$ cat src/rtl/pll_seq_pkg.sv
// Shared definitions for the PLL AFC/lock sequencer: state encodings, fixed
// sequence lengths and status field widths used by the I2C register map.
package pll_seq_pkg;

  localparam int unsigned STATE_W        = 3;
  localparam int unsigned STATUS_FLAG_W  = 4;
  localparam int unsigned AFC_RST_CYCLES = 8;
  localparam int unsigned RELOCK_WAIT    = 16;

  typedef enum logic [STATE_W-1:0] {
    ST_IDLE      = 3'd0,
    ST_AFC_RST   = 3'd1,
    ST_AFC_START = 3'd2,
    ST_AFC_BUSY  = 3'd3,
    ST_WAIT_LOCK = 3'd4,
    ST_LOCKED    = 3'd5,
    ST_LOST      = 3'd6
  } state_t;

  // Status word as laid out for I2C readback (lol_count is mapped separately).
  typedef struct packed {
    logic [STATE_W-1:0] state;
    logic               afc_rst;
    logic               afc_start;
    logic               pll_locked;
    logic               err_timeout;
  } seq_status_t;

  function automatic int unsigned max_u(input int unsigned a, input int unsigned b);
    return (a > b) ? a : b;
  endfunction

endpackage

$ cat src/rtl/sync_nff.sv
// Multi-flop synchronizer for a single asynchronous level, reset to 0.
module sync_nff #(
  parameter int unsigned STAGES = 2
) (
  input  logic clk,
  input  logic rst_n,
  input  logic d,
  output logic q
);

  logic [STAGES-1:0] ff;

  always_ff @(posedge clk or negedge rst_n) begin
    if (!rst_n) ff <= '0;
    else        ff <= {ff[STAGES-2:0], d};
  end

  assign q = ff[STAGES-1];

endmodule

$ cat src/rtl/pll_lock_sequencer.sv
// AFC calibration sequencer and lock qualifier for the PLL core (40 MHz domain).
// Build option PLL_AUTO_RELOCK_EN: LOST recalibrates/relocks after RELOCK_WAIT cycles.
module pll_lock_sequencer
  import pll_seq_pkg::*;
#(
  parameter int unsigned SYNC_STAGES = 2,
  parameter int unsigned LOCK_CNT    = 1000,
  parameter int unsigned UNLOCK_CNT  = 4,
  parameter int unsigned AFC_TIMEOUT = 4096,
  parameter int unsigned LOL_W       = 8
) (
  input  logic               clk40,
  input  logic               rstn,
  input  logic               enable,
  input  logic               afc_manual,
  input  logic               instlock,
  input  logic               afc_busy,
  input  logic               lol_clear,
  output logic               afc_rst,
  output logic               afc_start,
  output logic               pll_locked,
  output logic               err_timeout,
  output logic [LOL_W-1:0]   lol_count,
  output logic [STATE_W-1:0] state
);

  localparam int unsigned CNT_MAX = max_u(max_u(LOCK_CNT, AFC_TIMEOUT),
                                          max_u(UNLOCK_CNT, max_u(AFC_RST_CYCLES, RELOCK_WAIT)));
  localparam int unsigned CNT_W   = $clog2(CNT_MAX + 1);

  logic             lock_s, busy_s;
  state_t           state_q, state_nxt;
  logic [CNT_W-1:0] cnt_q, cnt_nxt;
  logic             seen_q, seen_nxt;
  logic             afc_rst_nxt, afc_start_nxt, locked_nxt, err_nxt;
  logic [LOL_W-1:0] lol_nxt;
  logic             lost_evt, timeout_evt;

  sync_nff #(.STAGES(SYNC_STAGES)) u_sync_lock (
    .clk(clk40), .rst_n(rstn), .d(instlock), .q(lock_s)
  );

  sync_nff #(.STAGES(SYNC_STAGES)) u_sync_busy (
    .clk(clk40), .rst_n(rstn), .d(afc_busy), .q(busy_s)
  );

  // Next state, shared phase counter, and next values of every registered output.
  always_comb begin
    state_nxt   = state_q;
    cnt_nxt     = cnt_q;
    seen_nxt    = seen_q;
    lol_nxt     = lol_count;
    err_nxt     = err_timeout;
    lost_evt    = 1'b0;
    timeout_evt = 1'b0;

    unique case (state_q)
      ST_IDLE: begin
        cnt_nxt = '0;
        if (enable) state_nxt = afc_manual ? ST_WAIT_LOCK : ST_AFC_RST;
      end
      ST_AFC_RST: begin
        if (cnt_q == CNT_W'(AFC_RST_CYCLES - 1)) begin
          state_nxt = ST_AFC_START;
          cnt_nxt   = '0;
        end else begin
          cnt_nxt = cnt_q + CNT_W'(1);
        end
      end
      ST_AFC_START: begin
        state_nxt = ST_AFC_BUSY;
        cnt_nxt   = '0;
        seen_nxt  = 1'b0;
      end
      ST_AFC_BUSY: begin
        // Completion needs a synced rise followed by a fall; the timer covers both phases.
        if (seen_q && !busy_s) begin
          state_nxt = ST_WAIT_LOCK;
          cnt_nxt   = '0;
        end else if (cnt_q == CNT_W'(AFC_TIMEOUT - 1)) begin
          state_nxt   = ST_AFC_RST;
          cnt_nxt     = '0;
          timeout_evt = 1'b1;
        end else begin
          cnt_nxt = cnt_q + CNT_W'(1);
          if (busy_s) seen_nxt = 1'b1;
        end
      end
      ST_WAIT_LOCK: begin
        if (!lock_s) begin
          cnt_nxt = '0;
        end else if (cnt_q == CNT_W'(LOCK_CNT - 1)) begin
          state_nxt = ST_LOCKED;
          cnt_nxt   = '0;
        end else begin
          cnt_nxt = cnt_q + CNT_W'(1);
        end
      end
      ST_LOCKED: begin
        if (lock_s) begin
          cnt_nxt = '0;
        end else if (cnt_q == CNT_W'(UNLOCK_CNT - 1)) begin
          state_nxt = ST_LOST;
          cnt_nxt   = '0;
          lost_evt  = 1'b1;
        end else begin
          cnt_nxt = cnt_q + CNT_W'(1);
        end
      end
      ST_LOST: begin
`ifdef PLL_AUTO_RELOCK_EN
        if (cnt_q == CNT_W'(RELOCK_WAIT - 1)) begin
          state_nxt = afc_manual ? ST_WAIT_LOCK : ST_AFC_RST;
          cnt_nxt   = '0;
        end else begin
          cnt_nxt = cnt_q + CNT_W'(1);
        end
`else
        cnt_nxt = '0;
`endif
      end
      default: begin
        state_nxt = ST_IDLE;
        cnt_nxt   = '0;
      end
    endcase

    if (!enable) begin
      state_nxt = ST_IDLE;
      cnt_nxt   = '0;
    end

    if (timeout_evt) err_nxt = 1'b1;
    if (lost_evt && (lol_count != {LOL_W{1'b1}})) lol_nxt = lol_count + LOL_W'(1);
    if (lol_clear) begin
      lol_nxt = '0;
      err_nxt = 1'b0;
    end

    // Outputs follow the next state so they change on the same edge as the state.
    afc_rst_nxt   = (state_nxt == ST_IDLE) || (state_nxt == ST_AFC_RST);
    afc_start_nxt = (state_nxt == ST_AFC_START);
    locked_nxt    = (state_nxt == ST_LOCKED);
  end

  always_ff @(posedge clk40 or negedge rstn) begin
    if (!rstn) begin
      state_q     <= ST_IDLE;
      cnt_q       <= '0;
      seen_q      <= 1'b0;
      afc_rst     <= 1'b1;
      afc_start   <= 1'b0;
      pll_locked  <= 1'b0;
      err_timeout <= 1'b0;
      lol_count   <= '0;
    end else begin
      state_q     <= state_nxt;
      cnt_q       <= cnt_nxt;
      seen_q      <= seen_nxt;
      afc_rst     <= afc_rst_nxt;
      afc_start   <= afc_start_nxt;
      pll_locked  <= locked_nxt;
      err_timeout <= err_nxt;
      lol_count   <= lol_nxt;
    end
  end

  assign state = STATE_W'(state_q);

endmodule

$ cat config.mk
export PLATFORM = sky130hd
export DESIGN_NAME = pll_lock_sequencer
export DESIGN_NICKNAME = d
export VERILOG_FILES = /design/src/rtl/pll_seq_pkg.sv /design/src/rtl/sync_nff.sv /design/src/rtl/pll_lock_sequencer.sv
export SDC_FILE = /design/constraint.sdc
export NUM_CORES = 1
export LEC_CHECK = 0
export ABC_AREA = 1
export CAP_MARGIN = 10
export CORE_AREA = 4 4 63 65
export CTS_BUF_LIST = sky130_fd_sc_hd__clkbuf_4 sky130_fd_sc_hd__clkbuf_8 sky130_fd_sc_hd__clkbuf_16
export DETAILED_ROUTE_END_ITERATION = 7
export DIE_AREA = 0 0 67 69
export PLACE_DENSITY = 0.77
export SYNTH_ARGS = -nofsm -noshare
export SYNTH_HDL_FRONTEND = slang
export SYNTH_SLANG_ARGS = --single-unit
$ cat constraint.sdc
create_clock -name clk40 -period 1.72 [get_ports clk40]
set_clock_uncertainty 0.1 [all_clocks]
set_input_delay 0.344 -clock clk40 [delete_from_list [all_inputs] [get_ports clk40]]
set_output_delay 0.344 -clock clk40 [all_outputs]
set_load 0.05 [all_outputs]
==> results of run 1 <==
[cell type report]
cell class                      instances  area, um2  area share [%]
Multi-Input combinational cell        167        958            38.4
Sequential cell                        33        842            33.8
Timing Repair Buffer                   42        480            19.3
Inverter                               27        101            4.06
Tap cell                               46       57.6            2.31
Clock buffer                            6       45.0            1.81
Clock inverter                          2       10.0           0.401
[flip-flops by register name, indices dropped and copies added (netlist names)]
register and count:
err_timeout 1, afc_rst 1, u_sync_busy.ff 2, afc_start 1, lol_count 8, u_sync_lock.ff 2, seen_q 1, pll_locked 1
state 3, cnt_q 13
[synth_stat cells (all sizes together)]
master	n	share of area [%]
xor2	6	2.9
or2	1	0.34
xnor2	2	0.96
nand3b	1	0.41
a21oi	4	1.3
ha	2	1.4
nor3	7	1.9
nor2	50	12
a211oi	1	0.69
inv	26	5.4
a31o	1	0.48
clkinv	1	0.21
o211ai	1	0.41
nor4	1	1.2
o21ai	12	4.5
nand2	47	10
nand3	21	6.7
nand4	6	2.1
dfrtp	32	44
o21bai	2	0.82
o21a	1	0.41
dfstp	1	1.4
[kinds of logic (layout without fill, tap and decap cells)]
kind of cell | count (synthesis) | count (layout)
fa+ha+maj | 2 | 2
simple gates | 134 | 134
buf+inv | 27 | 77
flops | 33 | 33
xor+xnor | 8 | 8
compound gates | 22 | 23
[metal layers]
layer | global-route usage (%) | routed length [um] | vias up
met5 | 0 | 0 | -
li1 | - | - | 837
met3 | 5.52 | 265 | 11
met4 | 6.76 | 70 | 0
met2 | 28.1 | 2120 | 54
met1 | 25.2 | 1880 | 782
[how the worst max path moves through the flow]
stage / slack [ps] / cells past startpoint / end
global route: -110 / 8 / cnt_q[10]
floorplan: 30 / 6 / lol_count[3]
detailed placement: -2 / 6 / cnt_q[5]
global placement: 2 / 6 / cnt_q[2]
CTS: 20 / 8 / cnt_q[6]
finish: -60 / 8 / cnt_q[1]
[worst max-delay path, cell delays in order, from the launching register on]
cell and delay, ps:
dfrtp_1 430, nor2_1 170, nand2_1 120, nor2_4 160
nand2_1 100, nand2_2 90, nand3_2 150, o21ai_2 280
nor2_1 70
[where the power goes]
part	switching, uW	internal (uW)
combinational	134	88.6
clock	258	171
sequential	21.2	795
total	413	1050
[stage by stage]
step / hold WS, ps / area [um2] / setup WS (ps) / total power (uW) / TNS [ps]
2_1_floorplan: -51.6 / 1830 / 30.9 / 933 / 0
3_3_place_gp: 233 / 2310 / 1.69 / 1040 / 0
3_5_place_dp: 237 / 2310 / -1.68 / 1040 / -1.68
4_1_cts: 257 / 2370 / 15.4 / 1470 / 0
5_1_grt: 244 / 2490 / -109 / 1540 / -1170
6_report: 256 / 2490 / -60.5 / 1470 / -443
[what timing repair did]
| item | CTS | global route |
|---|---|---|
| hold buffers | 0 | 0 |
| setup endpoints to repair | 0 | 25 |
| buffers inserted | 0 | 8 |
| gates resized for setup | 0 | 18 |
==> metrics, run 1 <==
Placed Instances 306; Die Wd 67 um; Clock Sinks 33; Max VDD drop 0.000601 V; startpoint types register; Setup crit start cnt_q[11]; Synth Area in Simple Gates 35.2%; setup slack after layout -60.5 ps; H-tree Lvls 2; Avg Vias per Cell 5.21; Ant. Diodes 0; Rows 21; fin cells 323; IO Count 22; fillcell total 245; IO Port Bufs 21; register bit total from synthesis 33; first-pass GRT wire length 6.70 mm; critical path required time 1860 ps; layout overhead on the synthesized area 37.0%; Ys Warns 0; Lkg Pwr 0.00111 uW; largest net degree at the start of global routing 34; clock transition at the registers of the reported paths 100 ps; critical path type register to register; Slew Limit Fails 0; post-synthesis compound-gate area fraction 8.65%; CP Max Fanout 4; register area share after synthesis 45.4%; die area 4620 um2; gr usage total 18.7%; Mapped Avg Cell Area 8.06 um2; pwr dens 588 nW/um2; gr ovfl total 0; Synth Instances 226; final hold violations 0; outcome finished with violations; clock latency on the worst-skew pair 340 ps; final worst path period share 104%; initial antenna violation count 0; CTS tree yes; Net Count, Synth 235; endpoint class of the critical path register; Vias 1684; TritonCTS Buffers 5; count of final setup violators 12; WL/cell 13.4 um; Slew @ Worst Pin 403 ps; final WL 4.33 mm; slew margin rel. 72.9%; area of the core 3340 um2; Util after Layout 74.8%; share of cells above drive strength 1 32.5%; Post-Syn Area 1820 um2; RR Endpoint cnt_q[1]; Die H 69 um; post-synthesis xor/xnor area fraction 3.85%; nets 285; largest family of logic cells by synthesized area simple AND/OR/NAND/NOR gates; Unique masters post-synth 32; DRT iter0 DRCs 103; adder-cell share of the synthesized area 1.37%; failing checks negative setup slack; gpl congestion 0.875; Initial Utilization 54.6%; critical path data arrival time 1920 ps; RSZ-0062 raised after global routing true; max_cap viols 0; commonest non-fill, non-tap cell in the layout nand2_1; worst r2r path cells 8; # DRC 0; root buffer cell clkbuf_4; Antenna Violating Nets Remaining 0; mux share of post-synthesis cell area 0%; Tmin final 1780 ps; reg2reg setup slack -60 ps; fmax 562 MHz; router iterations before antenna repair 5; Worst R2R Start cnt_q[11]; number of global-route vias before repair 1514; commonest cells after routing, fill and taps aside 42 x nand2_1, 38 x nor2_1, 24 x buf_4; Longest Clk Path Bufs 2; Hold Crit Class input port to asynchronous set/reset pin; hpwl dp 2.84 mm
Power figures use the tool's default switching activity.
==> run 2, diff against run 1 <==
--- a/config.mk
+++ b/config.mk
@@ -7,11 +7,11 @@
 export LEC_CHECK = 0
 export ABC_AREA = 1
 export CAP_MARGIN = 10
-export CORE_AREA = 4 4 63 65
+export CORE_AREA = 10 10 72 74
 export CTS_BUF_LIST = sky130_fd_sc_hd__clkbuf_4 sky130_fd_sc_hd__clkbuf_8 sky130_fd_sc_hd__clkbuf_16
 export DETAILED_ROUTE_END_ITERATION = 7
-export DIE_AREA = 0 0 67 69
-export PLACE_DENSITY = 0.77
+export DIE_AREA = 0 0 82 84
+export PLACE_DENSITY = 0.71
 export SYNTH_ARGS = -nofsm -noshare
 export SYNTH_HDL_FRONTEND = slang
 export SYNTH_SLANG_ARGS = --single-unit
==> metrics, run 2 (synthesis gave the netlist of run 1 again) <==
outcome finished, final reports clean; count of final setup violators 0 (-12); Slew Limit Fails 0 (unchanged); root buffer cell clkbuf_8; Post-DP Area 2310 um2 (-0.11%); Rows 23 (+9.5%); pwr dens 660 nW/um2 (+12%); IO Count 22 (unchanged); Vias 1634 (-3.0%); commonest cells after routing, fill and taps aside 38 x nand2_1, 37 x nor2_1, 23 x inv_1; H-tree Lvls 2 (unchanged); endpoint class of the critical path register; DRT iter0 DRCs 63 (-39%); largest net degree at the start of global routing 34 (unchanged); gpl congestion 0.844 (-3.6%); nets 283 (-0.70%); clock latency on the worst-skew pair 290 ps (-50 ps); CTS tree yes; Ant. Diodes 0 (unchanged); max_cap viols 0 (unchanged); final hold violations 0 (unchanged); clock transition at the registers of the reported paths 70 ps (-30 ps); Util after Layout 66.2% (-8.6 points); Lkg Pwr 0.00112 uW (+0.89%); Antenna Violating Nets Remaining 0 (unchanged); router iterations before antenna repair 4 (-1); Most flops, register cnt_q; Slew @ Worst Pin 459 ps (+56.5 ps); Hold WS 254 ps (-2.15 ps); final worst path period share 97.7% (-5.8 points); Tmin final 1680 ps (-99.4 ps); gr ovfl total 0 (unchanged); dpl ws -83.3 ps (-81.6 ps); hpwl dp 3.13 mm (+10%); initial antenna violation count 0 (unchanged); CP Max Fanout 5 (+1); number of global-route vias before repair 1592 (+5.2%); Max VDD drop 0.000490 V (-18%); Longest Clk Path Bufs 2 (unchanged); Die Wd 82 um (+22%); die area 6890 um2 (+49%); Avg Vias per Cell 5.03 (-3.6%); gr usage total 12.7% (-6.0 points); first-pass GRT wire length 6.97 mm (+4.0%); startpoint types register; Clock Sinks 33 (unchanged); setup slack after layout 38.9 ps (+99.4 ps); IO Port Bufs 21 (unchanged); fmax 595 MHz (+5.9%); share of cells above drive strength 1 33.1% (+0.60 points); Die H 84 um (+22%); TritonCTS Buffers 5 (unchanged); Initial Utilization 47.2% (-7.4 points); max reg flops 13 (unchanged); final instance area 2550 um2 (+2.3%); critical path required time 1790 ps (-70 ps); area of the core 3860 um2 (+16%); RSZ-0062 raised after global routing true; slew margin rel. 69.1% (-3.8 points); critical path data arrival time 1750 ps (-170 ps); Hold Crit Class register to register; critical path type register to register; layout overhead on the synthesized area 40.1%; commonest non-fill, non-tap cell in the layout nand2_1; WL/cell 13.6 um (+1.1%); # DRC 0 (unchanged); Tot Pwr 1680 uW (+15%); final WL 4.41 mm (+1.7%)
[run 2: cell types whose count changed in the layout (fill, tap and decap cells not counted), moves of 2 or more]
cell	delta
buf_4	-2
nand2_2	+4
clkbuf_8	+7
nand2_1	-4
clkbuf_4	-6
[run 2: report_power, final]
group / switching, uW / internal [uW] / total (uW)
registers: 22.3 / 796 / 818
logic: 135 / 92.3 / 228
clock network: 278 / 361 / 639
total: 435 / 1250 / 1680
[run 2: final cells by class]
class	count	area [um2]
clock buffers	7	96.3
flip-flops and latches	33	841
inverters	27	101
repair buffers	40	465
clock inverters	1	5.00
well taps	50	62.6
fillers	321	1300
multi-input cells	167	981
[run 2: path summary, 6_finish.rpt]
path	start	end	slack (ps)	cells past startpoint
worst min-delay path	u_sync_lock.ff[0]	u_sync_lock.ff[1]	250	0
worst max register to register	cnt_q[11]	cnt_q[7]	40	8
min in group asynchronous	rstn	lol_count[5]	320	2
worst min register to register	u_sync_lock.ff[0]	u_sync_lock.ff[1]	250	0
worst max-delay path	cnt_q[11]	cnt_q[7]	40	8
max in group asynchronous	rstn	afc_rst	950	2
[run 2: stage by stage]
stage | cells | setup TNS, ps
2_1_floorplan | 226 | 0
3_3_place_gp | 309 | -74.3
3_5_place_dp | 309 | -124
4_1_cts | 317 | 0
5_1_grt | 325 | -339
6_report | 325 | 0
[run 2: repair_timing]
| item | in CTS | in global routing |
|---|---|---|
| cloned | 0 | 1 |
| hold buffers | 0 | 0 |
| resized for setup | 1 | 22 |
| setup buffers | 0 | 7 |
| setup endpoints to repair | 5 | 26 |
| pin swaps | 0 | 11 |
[run 2: worst max-delay path, cell delays in order (launching register included)]
cell and delay [ps]:
dfrtp_1 420, nor2_2 160, nand2_2 80, nor2_4 180, nand2_1 110, nand2_2 90
nand3_4 110, o21ai_4 240, nor2_1 70
[run 2: routing by layer]
layer | wire [um] | track usage, % | up-vias
met2 | 2310 | 20.6 | 32
met5 | 0 | 0 | -
met4 | 55 | 5.88 | 0
met1 | 1840 | 14.9 | 770
met3 | 206 | 3.13 | 6
li1 | - | - | 826
==> run 3, diff against run 2 <==
--- a/config.mk
+++ b/config.mk
@@ -8,7 +8,7 @@
 export ABC_AREA = 1
 export CAP_MARGIN = 10
 export CORE_AREA = 10 10 72 74
-export CTS_BUF_LIST = sky130_fd_sc_hd__clkbuf_4 sky130_fd_sc_hd__clkbuf_8 sky130_fd_sc_hd__clkbuf_16
+export CTS_BUF_LIST = sky130_fd_sc_hd__clkbuf_8
 export DETAILED_ROUTE_END_ITERATION = 7
 export DIE_AREA = 0 0 82 84
 export PLACE_DENSITY = 0.71
==> results of run 3 <==
The final DEF is identical to that of run 2; final timing and power are the same.
==> edit (settings of run 2) <==
The parameter `UNLOCK_CNT` goes from 4 to 8.
--- a/src/rtl/pll_lock_sequencer.sv
+++ b/src/rtl/pll_lock_sequencer.sv
@@ -5,7 +5,7 @@
 #(
   parameter int unsigned SYNC_STAGES = 2,
   parameter int unsigned LOCK_CNT    = 1000,
-  parameter int unsigned UNLOCK_CNT  = 4,
+  parameter int unsigned UNLOCK_CNT  = 8,
   parameter int unsigned AFC_TIMEOUT = 4096,
   parameter int unsigned LOL_W       = 8
 ) (
Function: no difference found for any inputs over 10 cycles, from zero or initial values and one cycle with rstn low; that may be too few to reach the edited logic, so the function may still have changed.
==> edit against run 2 <==
- design area is 1.9% lower
- critical path type unchanged
- highest routed layer unchanged
- synthesized area down 2.2%
- fmax grew 0.45%
- utilization down 1.3 points
- power is 1.0% lower
- routed wire length decreased by 11%
- sequential share of layout area rose by 0.24 points
- non-clock buffer count grew 2
- sequential cell count unchanged
- setup slack better by 0.0075 ns
- hold slack lost 0.0055 ns
- clock power up 0.8%
==> edit: results (changes against run 2) <==
| Metric | Value |
|---|---|
| LEAKAGE | `1.20 nW (was 1.12 nW)` |
| Distinct cell type count after synthesis | `24 (was 32)` |
| CP Launch Point | `cnt_q[1]$_DFF_PN0_ (was cnt_q[11]$_DFF_PN0_)` |
| Final wirelength | `3.90 mm (was 4.41 mm)` |
| Syn Nets | `231 (was 235)` |
| Fill cell count | `325 (was 321)` |
| GPL Wtd Cong | `0.849 (was 0.844)` |
| Fin crit period | `1.67 ns (was 1.68 ns)` |
| Cell count after synthesis | `222 (was 226)` |
| CP max FO | `6 (was 5)` |
| Iteration-0 DRC count of the detailed router | `101 (was 63)` |
| Fraction of layout cells with a size suffix above 1 | `0.316 (was 0.331)` |
| Fin nets | `280 (was 283)` |
| Slew HR | `0.623 (was 0.691)` |
| Post-place setup slack | `0.00316 ns (was -0.0833 ns)` |
| Status | `finished, final reports clean (unchanged)` |
| Total placed cells including tap cells | `310 (was 309)` |
| First-pass GRT wire length | `6.70 mm (was 6.97 mm)` |
| DP Area | `2300 µm² (was 2310 µm²)` |
| Most area-consuming cells after synthesis | `dfrtp_1 45%, nand2_1 9.3%, inv_1 7.2%, nor2_1 6.1%, nand3_1 5.6% (was dfrtp_1 44%, nand2_1 9.1%, nor2_1 9.1%, nand3_1 5.2%, inv_1 4.9%)` |
| CP max stage delay | `0.40 ns (was 0.42 ns)` |
| GRT Total Usage | `0.122 (was 0.127)` |
| Finished Layout Cells | `322 (was 325)` |
| VDD IR-drop max | `0.389 mV (was 0.490 mV)` |
| Critical Path AT | `1.75 ns (about the same)` |
| Register area | `831 µm² (was 841 µm²)` |
| Part of the Yosys area used for sequential elements | `0.464 (was 0.454)` |
[edit: repair_timing]
| action | in CTS | in global routing |
|---|---|---|
| endpoints found under the setup margin | 3 | 26 |
| setup buffers | 0 | 3 |
| gates cloned | 0 | 1 |
| pin swaps | 0 | 5 |
| resized for setup | 1 | 18 |
[edit: cell families after synthesis]
| family | count (synthesis) | share of synthesized area |
|---|---|---|
| and+or+nand+nor | 123 | 0.327 |
| xor gates and xnor gates | 12 | 0.0590 |
| AOI/OAI and AO/OA | 17 | 0.0534 |
| adders and majority gates | 2 | 0.0140 |
| buffers and inverters | 35 | 0.0829 |
| DFF | 33 | 0.464 |
[edit: where the power goes]
| part | switching, mW | leakage [nW] | internal (mW) |
|---|---|---|---|
| clock | 0.283 | 0.0542 | 0.361 |
| sequential | 0.0119 | 0.441 | 0.794 |
| combinational | 0.129 | 0.707 | 0.0877 |
[edit: area by class of cell]
class	instances	share of cell area
flip-flops and latches	33	0.332
clock buffers	7	0.0385
multi-input cells	155	0.355
well taps	50	0.0250
inverters	34	0.0510
repair buffers	42	0.197
clock inverters	1	0.00200
[edit: per-layer routing]
layer / up-vias / track usage / part of all wire
li1: 792 / - / -
met2: 42 / 0.178 / 0.47
met3: 7 / 0.0593 / 0.082
met4: 0 / 0.0433 / 0.015
met5: - / 0 / 0
met1: 713 / 0.151 / 0.44
[edit: path summary, 6_finish.rpt]
path | cells past startpoint | endpoint
max in group asynchronous | 2 | afc_rst$_DFF_PN1_
worst min register to register | 0 | u_sync_lock.ff[1]$_DFF_PN0_
worst max-delay path | 10 | cnt_q[10]$_DFF_PN0_
worst max register to register | 10 | cnt_q[10]$_DFF_PN0_
min in group asynchronous | 2 | cnt_q[5]$_DFF_PN0_
worst min-delay path | 0 | u_sync_lock.ff[1]$_DFF_PN0_
